File: src/rtl/evr_rx_phase_lock_if.sv
// Signal bundle between the EVR RX phase-lock controller and the GTX/bitslide logic.
// Optional stats ports are present only when EVR_PHASE_LOCK_STATS_EN is defined.
interface evr_rx_phase_lock_if #(
    parameter int SLIDE_W = 5,
    parameter int RETRY_W = 10
);
    logic               enable_i;
    logic [SLIDE_W-1:0] target_slide_i;
    logic               serdes_ready_i;
    logic               synced_i;
    logic [SLIDE_W-1:0] bitslide_i;
    logic               gtx_rx_reset_o;
    logic               locked_o;
    logic               fail_o;
    logic [RETRY_W-1:0] retry_cnt_o;
    logic [2:0]         state_o;
`ifdef EVR_PHASE_LOCK_STATS_EN
    logic [15:0]        lock_loss_cnt_o;
    logic [SLIDE_W-1:0] last_slide_o;
`endif

    modport master (
        input  enable_i, target_slide_i, serdes_ready_i, synced_i, bitslide_i,
        output gtx_rx_reset_o, locked_o, fail_o, retry_cnt_o, state_o
`ifdef EVR_PHASE_LOCK_STATS_EN
        , output lock_loss_cnt_o, last_slide_o
`endif
    );

    modport slave (
        output enable_i, target_slide_i, serdes_ready_i, synced_i, bitslide_i,
        input  gtx_rx_reset_o, locked_o, fail_o, retry_cnt_o, state_o
`ifdef EVR_PHASE_LOCK_STATS_EN
        , input lock_loss_cnt_o, last_slide_o
`endif
    );
endinterface

File: src/rtl/evr_rx_phase_lock.sv
// RX phase-lock controller: pulses GTX RX reset until bitslide matches the target.
// Define EVR_PHASE_LOCK_STATS_EN to add lock-loss counter and last-bitslide capture.
//
// state     | meaning
// IDLE      | disabled, outputs low, retry count cleared
// WAIT_RDY  | waiting for serdes ready
// WAIT_SYNC | waiting for comma sync, timeout forces a retry
// SETTLE    | sync must hold for SETTLE cycles
// CHECK     | compare bitslide with latched target
// RESET     | GTX RX reset held for RST_HOLD cycles
// LOCKED    | phase locked, monitoring for lock loss
// FAIL      | retry limit exhausted, waits for enable low
module evr_rx_phase_lock #(
    parameter int SLIDE_W      = 5,
    parameter int RETRY_W      = 10,
    parameter int RST_HOLD     = 16,
    parameter int SYNC_TIMEOUT = 65535,
    parameter int SETTLE       = 255
) (
    input  logic                gtp_rx_clk_i,
    input  logic                gtp_rst_i,
    evr_rx_phase_lock_if.master bus
);
    localparam int HOLD_W = (RST_HOLD > 1) ? $clog2(RST_HOLD) : 1;
    localparam int SYNC_W = (SYNC_TIMEOUT > 1) ? $clog2(SYNC_TIMEOUT) : 1;
    localparam int SETL_W = (SETTLE > 1) ? $clog2(SETTLE) : 1;
    localparam int TMR_A  = (HOLD_W > SYNC_W) ? HOLD_W : SYNC_W;
    localparam int TMR_W  = (TMR_A > SETL_W) ? TMR_A : SETL_W;

    localparam logic [TMR_W-1:0]   HOLD_LOAD = TMR_W'(RST_HOLD - 1);
    localparam logic [TMR_W-1:0]   SYNC_LOAD = TMR_W'(SYNC_TIMEOUT - 1);
    localparam logic [TMR_W-1:0]   SETL_LOAD = TMR_W'(SETTLE - 1);
    localparam logic [RETRY_W-1:0] RETRY_MAX = '1;

    typedef enum logic [2:0] {
        ST_IDLE      = 3'd0,
        ST_WAIT_RDY  = 3'd1,
        ST_WAIT_SYNC = 3'd2,
        ST_SETTLE    = 3'd3,
        ST_CHECK     = 3'd4,
        ST_RESET     = 3'd5,
        ST_LOCKED    = 3'd6,
        ST_FAIL      = 3'd7
    } state_t;

    state_t             state, state_nxt;
    logic [TMR_W-1:0]   timer, timer_nxt;
    logic [RETRY_W-1:0] retry_cnt, retry_nxt;
    logic [SLIDE_W-1:0] target, target_nxt;
    logic               retry_hit;
    logic               link_ok;
    logic               rx_reset, locked, fail;

    assign link_ok = bus.synced_i & bus.serdes_ready_i;

    always_comb begin
        state_nxt  = state;
        timer_nxt  = timer;
        retry_nxt  = retry_cnt;
        target_nxt = target;
        retry_hit  = 1'b0;
        if (!bus.enable_i) begin
            state_nxt = ST_IDLE;
            retry_nxt = '0;
            timer_nxt = '0;
        end else begin
            case (state)
                ST_IDLE: begin
                    retry_nxt  = '0;
                    target_nxt = bus.target_slide_i;
                    state_nxt  = ST_WAIT_RDY;
                end
                ST_WAIT_RDY:
                    if (bus.serdes_ready_i) begin
                        state_nxt = ST_WAIT_SYNC;
                        timer_nxt = SYNC_LOAD;
                    end
                ST_WAIT_SYNC:
                    if (bus.synced_i) begin
                        state_nxt = ST_SETTLE;
                        timer_nxt = SETL_LOAD;
                    end else if (timer == '0) begin
                        retry_hit = 1'b1;
                    end else begin
                        timer_nxt = timer - 1'b1;
                    end
                ST_SETTLE:
                    if (!link_ok)         state_nxt = ST_WAIT_RDY;
                    else if (timer == '0) state_nxt = ST_CHECK;
                    else                  timer_nxt = timer - 1'b1;
                ST_CHECK:
                    if (bus.bitslide_i == target) state_nxt = ST_LOCKED;
                    else                          retry_hit = 1'b1;
                ST_RESET:
                    if (timer == '0) state_nxt = ST_WAIT_RDY;
                    else             timer_nxt = timer - 1'b1;
                ST_LOCKED:
                    if (!link_ok) begin
                        state_nxt = ST_WAIT_RDY;
                        retry_nxt = '0;
                    end
                ST_FAIL: state_nxt = ST_FAIL;
                default: state_nxt = ST_IDLE;
            endcase
        end
        // Saturate into FAIL rather than letting the retry counter wrap.
        if (retry_hit) begin
            if (retry_cnt == RETRY_MAX) begin
                state_nxt = ST_FAIL;
            end else begin
                retry_nxt = retry_cnt + 1'b1;
                state_nxt = ST_RESET;
                timer_nxt = HOLD_LOAD;
            end
        end
    end

    always_ff @(posedge gtp_rx_clk_i) begin
        if (gtp_rst_i) begin
            state     <= ST_IDLE;
            timer     <= '0;
            retry_cnt <= '0;
            target    <= '0;
            rx_reset  <= 1'b0;
            locked    <= 1'b0;
            fail      <= 1'b0;
        end else begin
            state     <= state_nxt;
            timer     <= timer_nxt;
            retry_cnt <= retry_nxt;
            target    <= target_nxt;
            rx_reset  <= (state_nxt == ST_RESET);
            locked    <= (state_nxt == ST_LOCKED);
            fail      <= (state_nxt == ST_FAIL);
        end
    end

    assign bus.gtx_rx_reset_o = rx_reset;
    assign bus.locked_o       = locked;
    assign bus.fail_o         = fail;
    assign bus.retry_cnt_o    = retry_cnt;
    assign bus.state_o        = state;

`ifdef EVR_PHASE_LOCK_STATS_EN
    logic [15:0]        lock_loss_cnt;
    logic [SLIDE_W-1:0] last_slide;

    always_ff @(posedge gtp_rx_clk_i) begin
        if (gtp_rst_i) begin
            lock_loss_cnt <= '0;
            last_slide    <= '0;
        end else begin
            if (state == ST_LOCKED && state_nxt == ST_WAIT_RDY && lock_loss_cnt != 16'hFFFF)
                lock_loss_cnt <= lock_loss_cnt + 16'd1;
            if (state == ST_CHECK)
                last_slide <= bus.bitslide_i;
        end
    end

    assign bus.lock_loss_cnt_o = lock_loss_cnt;
    assign bus.last_slide_o    = last_slide;
`endif
endmodule

File: src/flat_wrapper.sv
// flat-port wrapper written by rule: the top's interface ports become plain ports
module evr_rx_phase_lock_flat 
#(
    parameter int SLIDE_W      = 5,
    parameter int RETRY_W      = 10,
    parameter int RST_HOLD     = 16,
    parameter int SYNC_TIMEOUT = 65535,
    parameter int SETTLE       = 255
)
  (gtp_rx_clk_i, gtp_rst_i, bus_enable_i, bus_target_slide_i, bus_serdes_ready_i, bus_synced_i, bus_bitslide_i, bus_gtx_rx_reset_o, bus_locked_o, bus_fail_o, bus_retry_cnt_o, bus_state_o);
  evr_rx_phase_lock_if #(.SLIDE_W(SLIDE_W), .RETRY_W(RETRY_W)) bus_i ();
  input  logic gtp_rx_clk_i;
  input  logic gtp_rst_i;
  input wire logic [$bits(bus_i.enable_i)-1:0] bus_enable_i;
  input wire logic [$bits(bus_i.target_slide_i)-1:0] bus_target_slide_i;
  input wire logic [$bits(bus_i.serdes_ready_i)-1:0] bus_serdes_ready_i;
  input wire logic [$bits(bus_i.synced_i)-1:0] bus_synced_i;
  input wire logic [$bits(bus_i.bitslide_i)-1:0] bus_bitslide_i;
  output wire logic [$bits(bus_i.gtx_rx_reset_o)-1:0] bus_gtx_rx_reset_o;
  output wire logic [$bits(bus_i.locked_o)-1:0] bus_locked_o;
  output wire logic [$bits(bus_i.fail_o)-1:0] bus_fail_o;
  output wire logic [$bits(bus_i.retry_cnt_o)-1:0] bus_retry_cnt_o;
  output wire logic [$bits(bus_i.state_o)-1:0] bus_state_o;
  assign bus_i.enable_i = bus_enable_i;
  assign bus_i.target_slide_i = bus_target_slide_i;
  assign bus_i.serdes_ready_i = bus_serdes_ready_i;
  assign bus_i.synced_i = bus_synced_i;
  assign bus_i.bitslide_i = bus_bitslide_i;
  assign bus_gtx_rx_reset_o = bus_i.gtx_rx_reset_o;
  assign bus_locked_o = bus_i.locked_o;
  assign bus_fail_o = bus_i.fail_o;
  assign bus_retry_cnt_o = bus_i.retry_cnt_o;
  assign bus_state_o = bus_i.state_o;
  evr_rx_phase_lock #(.SLIDE_W(SLIDE_W), .RETRY_W(RETRY_W), .RST_HOLD(RST_HOLD), .SYNC_TIMEOUT(SYNC_TIMEOUT), .SETTLE(SETTLE)) u_core (.gtp_rx_clk_i(gtp_rx_clk_i), .gtp_rst_i(gtp_rst_i), .bus(bus_i));
endmodule
File: config.mk
export PLATFORM = sky130hd
export DESIGN_NAME = evr_rx_phase_lock_flat
export DESIGN_NICKNAME = d
export VERILOG_FILES = /design/src/rtl/evr_rx_phase_lock_if.sv /design/src/rtl/evr_rx_phase_lock.sv /design/src/flat_wrapper.sv
export SDC_FILE = /design/constraint.sdc
export NUM_CORES = 1
export LEC_CHECK = 0
export BUFFER_PORTS_ARGS = -buffer_cell sky130_fd_sc_hd__buf_2
export CAP_MARGIN = 20
export CORE_ASPECT_RATIO = 2
export CORE_UTILIZATION = 45
export DETAILED_ROUTE_END_ITERATION = 12
export HOLD_SLACK_MARGIN = 0.03
export PLACE_DENSITY_LB_ADDON = 0.3
export SLEW_MARGIN = 20
export SYNTH_ARGS = -nofsm -noshare
export SYNTH_HDL_FRONTEND = slang
export SYNTH_SLANG_ARGS = --single-unit
File: constraint.sdc
create_clock -name gtp_rx_clk_i -period 5.5 [get_ports gtp_rx_clk_i]
set_input_delay 0.275 -clock gtp_rx_clk_i [delete_from_list [all_inputs] [get_ports gtp_rx_clk_i]]
set_output_delay 0.275 -clock gtp_rx_clk_i [all_outputs]
set_load 0.1 [all_outputs]
# Yosys cells after proc, flatten, opt, wreduce, memory -nomap -nowiden
# Cells that the tools add are included.
# totals
reg_bits,37
latch_bits,0
ramBits,0
romBits,0
in_bits,15
word_cells,54
mem_count,0
# classes
add_sub_neg,2
multipliers,0
div_mod_pow,0
n_lt_le_gt_ge,0
eq_ne,12
shifts,0
mux,29
bitwise_logic,1
n_reduce_logical,3
# ops
op,count
$mux 16,7
$pmux 16 s4,1
$mux 10,4
$mux 3,9
$pmux 3 s8,1
$eq 3x3->1 const B,7
$pmux 10 s2,1
$logic_not 16->1,1
$sub 16x1->16 const B,1
$add 10x1->10 const B,1
$eq 10x10->1 const B,1
$eq 3x2->1 const B,2
$eq 5x5->1,1
$mux 1,4
$eq 3x1->1 const B,1
$logic_not 3->1,1
$mux 2,1
$pmux 1 s2,1
$reduce_and 2->1,1
$and 1x1->1,1

# Longest topological paths before layout
# logic_depth
depth_word,7
ltp_mapped,9
depth_no_buf,7

# Worst setup path before layout
# OpenSTA, ideal clock, no wires.
# synth_path
path_type,register to register
start,register u_core.retry_cnt[0] (netlist: u_core.bus.retry_cnt_o[0])
end,register u_core.timer[2]
setup_ns,0.158
arrival_ns,2.668
setup_slack_ns,2.674
path_stages_with_launch,7
synth_period_minus_slack_ns,2.826
path_cell_list,dfxtp_1 -> ha_1 -> nand3_1 -> nor4_1 -> a2111oi_0 -> nor2_1 -> o311ai_0
# synth_via
elab_chain_len,3
# synth_lines
item,line,rtl
"start, declared",evr_rx_phase_lock.sv:48,"logic [RETRY_W-1:0] retry_cnt, retry_nxt;"
"start signal, assigned",evr_rx_phase_lock.sv:130,retry_cnt <= retry_nxt;
$eq 10x10->1,evr_rx_phase_lock.sv:108,if (retry_cnt == RETRY_MAX) begin
$mux 16,evr_rx_phase_lock.sv:108,
$mux 16,evr_rx_phase_lock.sv:107,if (retry_hit) begin
"end signal, assigned",evr_rx_phase_lock.sv:129,timer <= timer_nxt;
"end, declared",evr_rx_phase_lock.sv:47,"logic [TMR_W-1:0] timer, timer_nxt;"
# Every way passes these cells.
# A chain may end at the register's enable or synchronous reset.

# Final worst setup path
# layout_path
start,register u_core.state[1] (netlist: u_core.bus.state_o[1])
end,register u_core.timer[11]
# layout_via
elab_chain_len,5
word_cells_on_any_way,11
# layout_lines
item,line,rtl
"start, declared",evr_rx_phase_lock.sv:46,"state_t state, state_nxt;"
"start signal, assigned",evr_rx_phase_lock.sv:128,state <= state_nxt;
$eq 3x3->1 (tied with other cells),evr_rx_phase_lock.sv:67,case (state)
$pmux 16 s4,evr_rx_phase_lock.sv:67,
$mux 16,evr_rx_phase_lock.sv:62,if (!bus.enable_i) begin
$mux 16,evr_rx_phase_lock.sv:108,
$mux 16 *,evr_rx_phase_lock.sv:107,
# Every way passes the cells marked *; elsewhere a longest branch is shown, timed or not.

==> metrics.md <==
| Metric | Value |
|---|---|
| Mapped Cells | 317 |
| CTS H-tree depth | 2 |
| Worst path buffer plus inverter count | 0 |
| Critical Path Fanout Max | 23 |
| Iteration-0 DRC count of the detailed router | 101 |
| Worst-Margin Slew | about 930 ps |
| Clk_skew | approximately 8.1 ps |
| Yosys top cell by area | dfxtp_1 |
| CP max stage cell | dfxtp_1 |
| Power consumption | 0.647 mW |
| Leakage | a little over 1 nW |
| First-pass GRT wire length | around 11 mm |
| Final net count | between 300 and 400 |
| Synth Flop Type | dfxtp_1 |
| Dpl hpwl | ~5 mm |
| Final WL | between 6 and 7 mm |
| Hold buffers post-CTS | 0 |
| IR Drop Worst-Case VDD | 0.159 mV |
| Final ANT Viol Nets | 0 |
| Final min period | roughly 3000 ps |
| CTS Sinks | 37 |
| Congestion Overflow GR | 0 |
| Slew HR | 0.379 |
| Max-slew violations | 0 |
| DP Worst Slack | 2570 ps |
| Worst Path Arrival | approximately 3200 ps |
| Outcome | finished, final reports clean |
| TritonCTS clock tree | yes |
| Syn nets | 334 |
| Pre-Repair DR Iteration Count | 4 |
| Post-synthesis cell area | ~2500 µm² |
| Post CTS Setup Buffer Count | 0 |
| Clock transition at path regs | ~80 ps |
| Crit path top cell by count | nand3_1 |
| P per Cell Area | 235 nW/µm² |
| Post_cts resized | 0 |
| Worst min path class | in -> reg |
| Vias in the first global route | between 2000 and 2500 |
| Worst path max stage delay | approximately 750 ps |
| Avg Inst Size Synth | 7.83 µm² |
| Die area | 5840 µm² |
| WP data required | between 5000 and 6000 ps |
| Core Region | about 5200 µm² |
| Worst-skew pair later-pin latency | 300 ps |
| Largest net degree at the start of global routing | 27 |
| Post-route setup TNS | 0 ps |
| EDFF count, synth | 0 |
| Maximum capacitance violations | 0 |
| Fraction of layout cells with a size suffix above 1 | 0.172 |
| Most common cell after layout, fill and taps aside | dfxtp_1 |
| Yosys top cell area share | 0.298 |
| Placer Congestion | just over 0.9 |
| PnR worst setup slack | about 2500 ps |
| Hold Vio Cnt, Final | 0 |
| GRT Total Usage | 0.261 |
| Final setup viols | 0 |
| Root Driver | clkbuf_8 |
| Height of the die | ~110 µm |
| Initial Util | 0.475 |
| Seq/Total Area, Yosys | 0.298 |
| Final hold slack | around 220 ps |
| Layout area overhead | 10.9% |
| Die width | approximately 55 µm |
| Synth unique cells | between 60 and 70 |
| Site row count | 37 |
| CP startpoint kind | flop |
| Post-synthesis register bit count | 37 |
| Worst setup EP type | flop |
| Most frequent cells in the layout | dfxtp_1 (37), buf_2 (30), nor2_1 (27), a21oi_1 (21), o21ai_0 (18) |
| CTS buffer count | 5 |
| Fin crit share | 0.547 |
| Crit Path Class | reg -> reg |
| Drc violations | 0 |
| Drt wl/cell | 17.4 µm |
| Vias post-DR | 2550 |
| Asr flop ratio synth | 0 |
| Number of port buffers | 30 |
| Antenna diode count | 0 |
| Crit path max-delay family | simple AND/OR/NAND/NOR gates |
| Final core utilization | 0.526 |
| Fmax | between 300 and 400 MHz |
| I/O pins | 31 |
| Via density | roughly 6.5 |
| RSZ-0062 raised after global routing | no |
| CP Cell Sequence | nor4b_1 > nand3_1 > or3_1 > nand3_1 > nor3_1 |
| Initial antenna violation count | 0 |
| Ys Warns | 0 |
| CTS Buffer Depth | 2 |
| Largest cells by area after synthesis | dfxtp_1 (30%), a21oi_1 (4.2%), nor2_1 (4.1%) |
area by class of cell:
| type | instances | area (µm²) |
|---|---|---|
| clock buffer | 5 | 68.8 |
| inverter | 16 | 60.1 |
| fill | 519 | 2480 |
| multi-input combinational | 247 | 1630 |
| timing repair buffer | 30 | 150 |
| clock inverter | 2 | 35.0 |
| tap | 58 | 72.6 |
| sequential | 37 | 741 |
logic make-up (layout without fill, tap and decap cells):
kind of cell | Yosys count | after routing | share of synthesized area
AO/OA/AOI/OAI | 98 | 98 | 0.273
XOR/XNOR | 7 | 7 | 0.0247
adder cells (fa/ha/maj) | 2 | 2 | 0.0101
buffers and inverters | 33 | 53 | 0.0514
flip-flops | 37 | 37 | 0.298
multiplexers | 7 | 7 | 0.0287
AND/OR/NAND/NOR | 133 | 133 | 0.314
worst reg2reg max path, stage by stage (launching register included):
cell     delay [ps]
dfxtp_1         750
nor4b_1         730
nand3_1         270
or3_1           520
nand3_1         490
nor3_1          120
through the flow:
step	instance area [µm²]	instances
after global routing	2750	395
after detailed placement	2650	388
after floorplan	2480	317
after CTS	2750	395
final	2750	395
after global placement	2640	388
report_power, final:
group / internal (mW) / switching (mW) / leakage [nW]
sequential: 0.275 / 0.0129 / 0.300
clock: 0.132 / 0.105 / 0.0540
combinational: 0.0421 / 0.0796 / 0.678
total: 0.449 / 0.198 / 1.03
state kept, by name, indices dropped and copies added (netlist names):
signal                     count
u_core.timer                  16
u_core.bus.retry_cnt_o        10
u_core.target                  5
u_core.bus.state_o             3
u_core.bus.fail_o              1
u_core.bus.gtx_rx_reset_o      1
u_core.bus.locked_o            1
final timing paths:
| path | start | to | slack (ps) | cells after the start |
|---|---|---|---|---|
| max | u_core.bus.state_o[1]$_SDFF_PP0_ | u_core.timer[11]$_SDFF_PP0_ | 2490 | 5 |
| max reg2reg | u_core.bus.state_o[1]$_SDFF_PP0_ | u_core.timer[11]$_SDFF_PP0_ | 2490 | 5 |
| min reg2reg | u_core.bus.retry_cnt_o[0]$_SDFF_PP0_ | u_core.bus.retry_cnt_o[0]$_SDFF_PP0_ | 510 | 1 |
| min | bus_target_slide_i[3] | u_core.target[3]$_SDFFE_PP0P_ | 220 | 3 |
synthesized netlist by cell type, types with 4 or more instances:
| library cell | n |
|---|---|
| o21ai_0 | 18 |
| nand2b_1 | 10 |
| nor2_1 | 27 |
| xor2_1 | 5 |
| nor4_1 | 4 |
| a31oi_1 | 10 |
| o211ai_1 | 6 |
| nor3_1 | 15 |
| o221ai_1 | 7 |
| nand2_1 | 12 |
| inv_1 | 16 |
| or3_1 | 9 |
| clkbuf_1 | 14 |
| a21oi_1 | 21 |
| o22ai_1 | 7 |
| dfxtp_1 | 37 |
| nand3_1 | 16 |
| or4_1 | 4 |
| nor2b_1 | 4 |
| mux2i_1 | 6 |
| nand4_1 | 8 |
layer usage:
metal / global-route usage / vias up / part of all wire
li1: - / 1246 / -
met1: 0.285 / 1213 / 0.39
met2: 0.450 / 68 / 0.54
met3: 0.0369 / 23 / 0.033
met4: 0.143 / 0 / 0.044
met5: 0 / - / 0
Note: power is estimated with default switching activity, not from simulation.
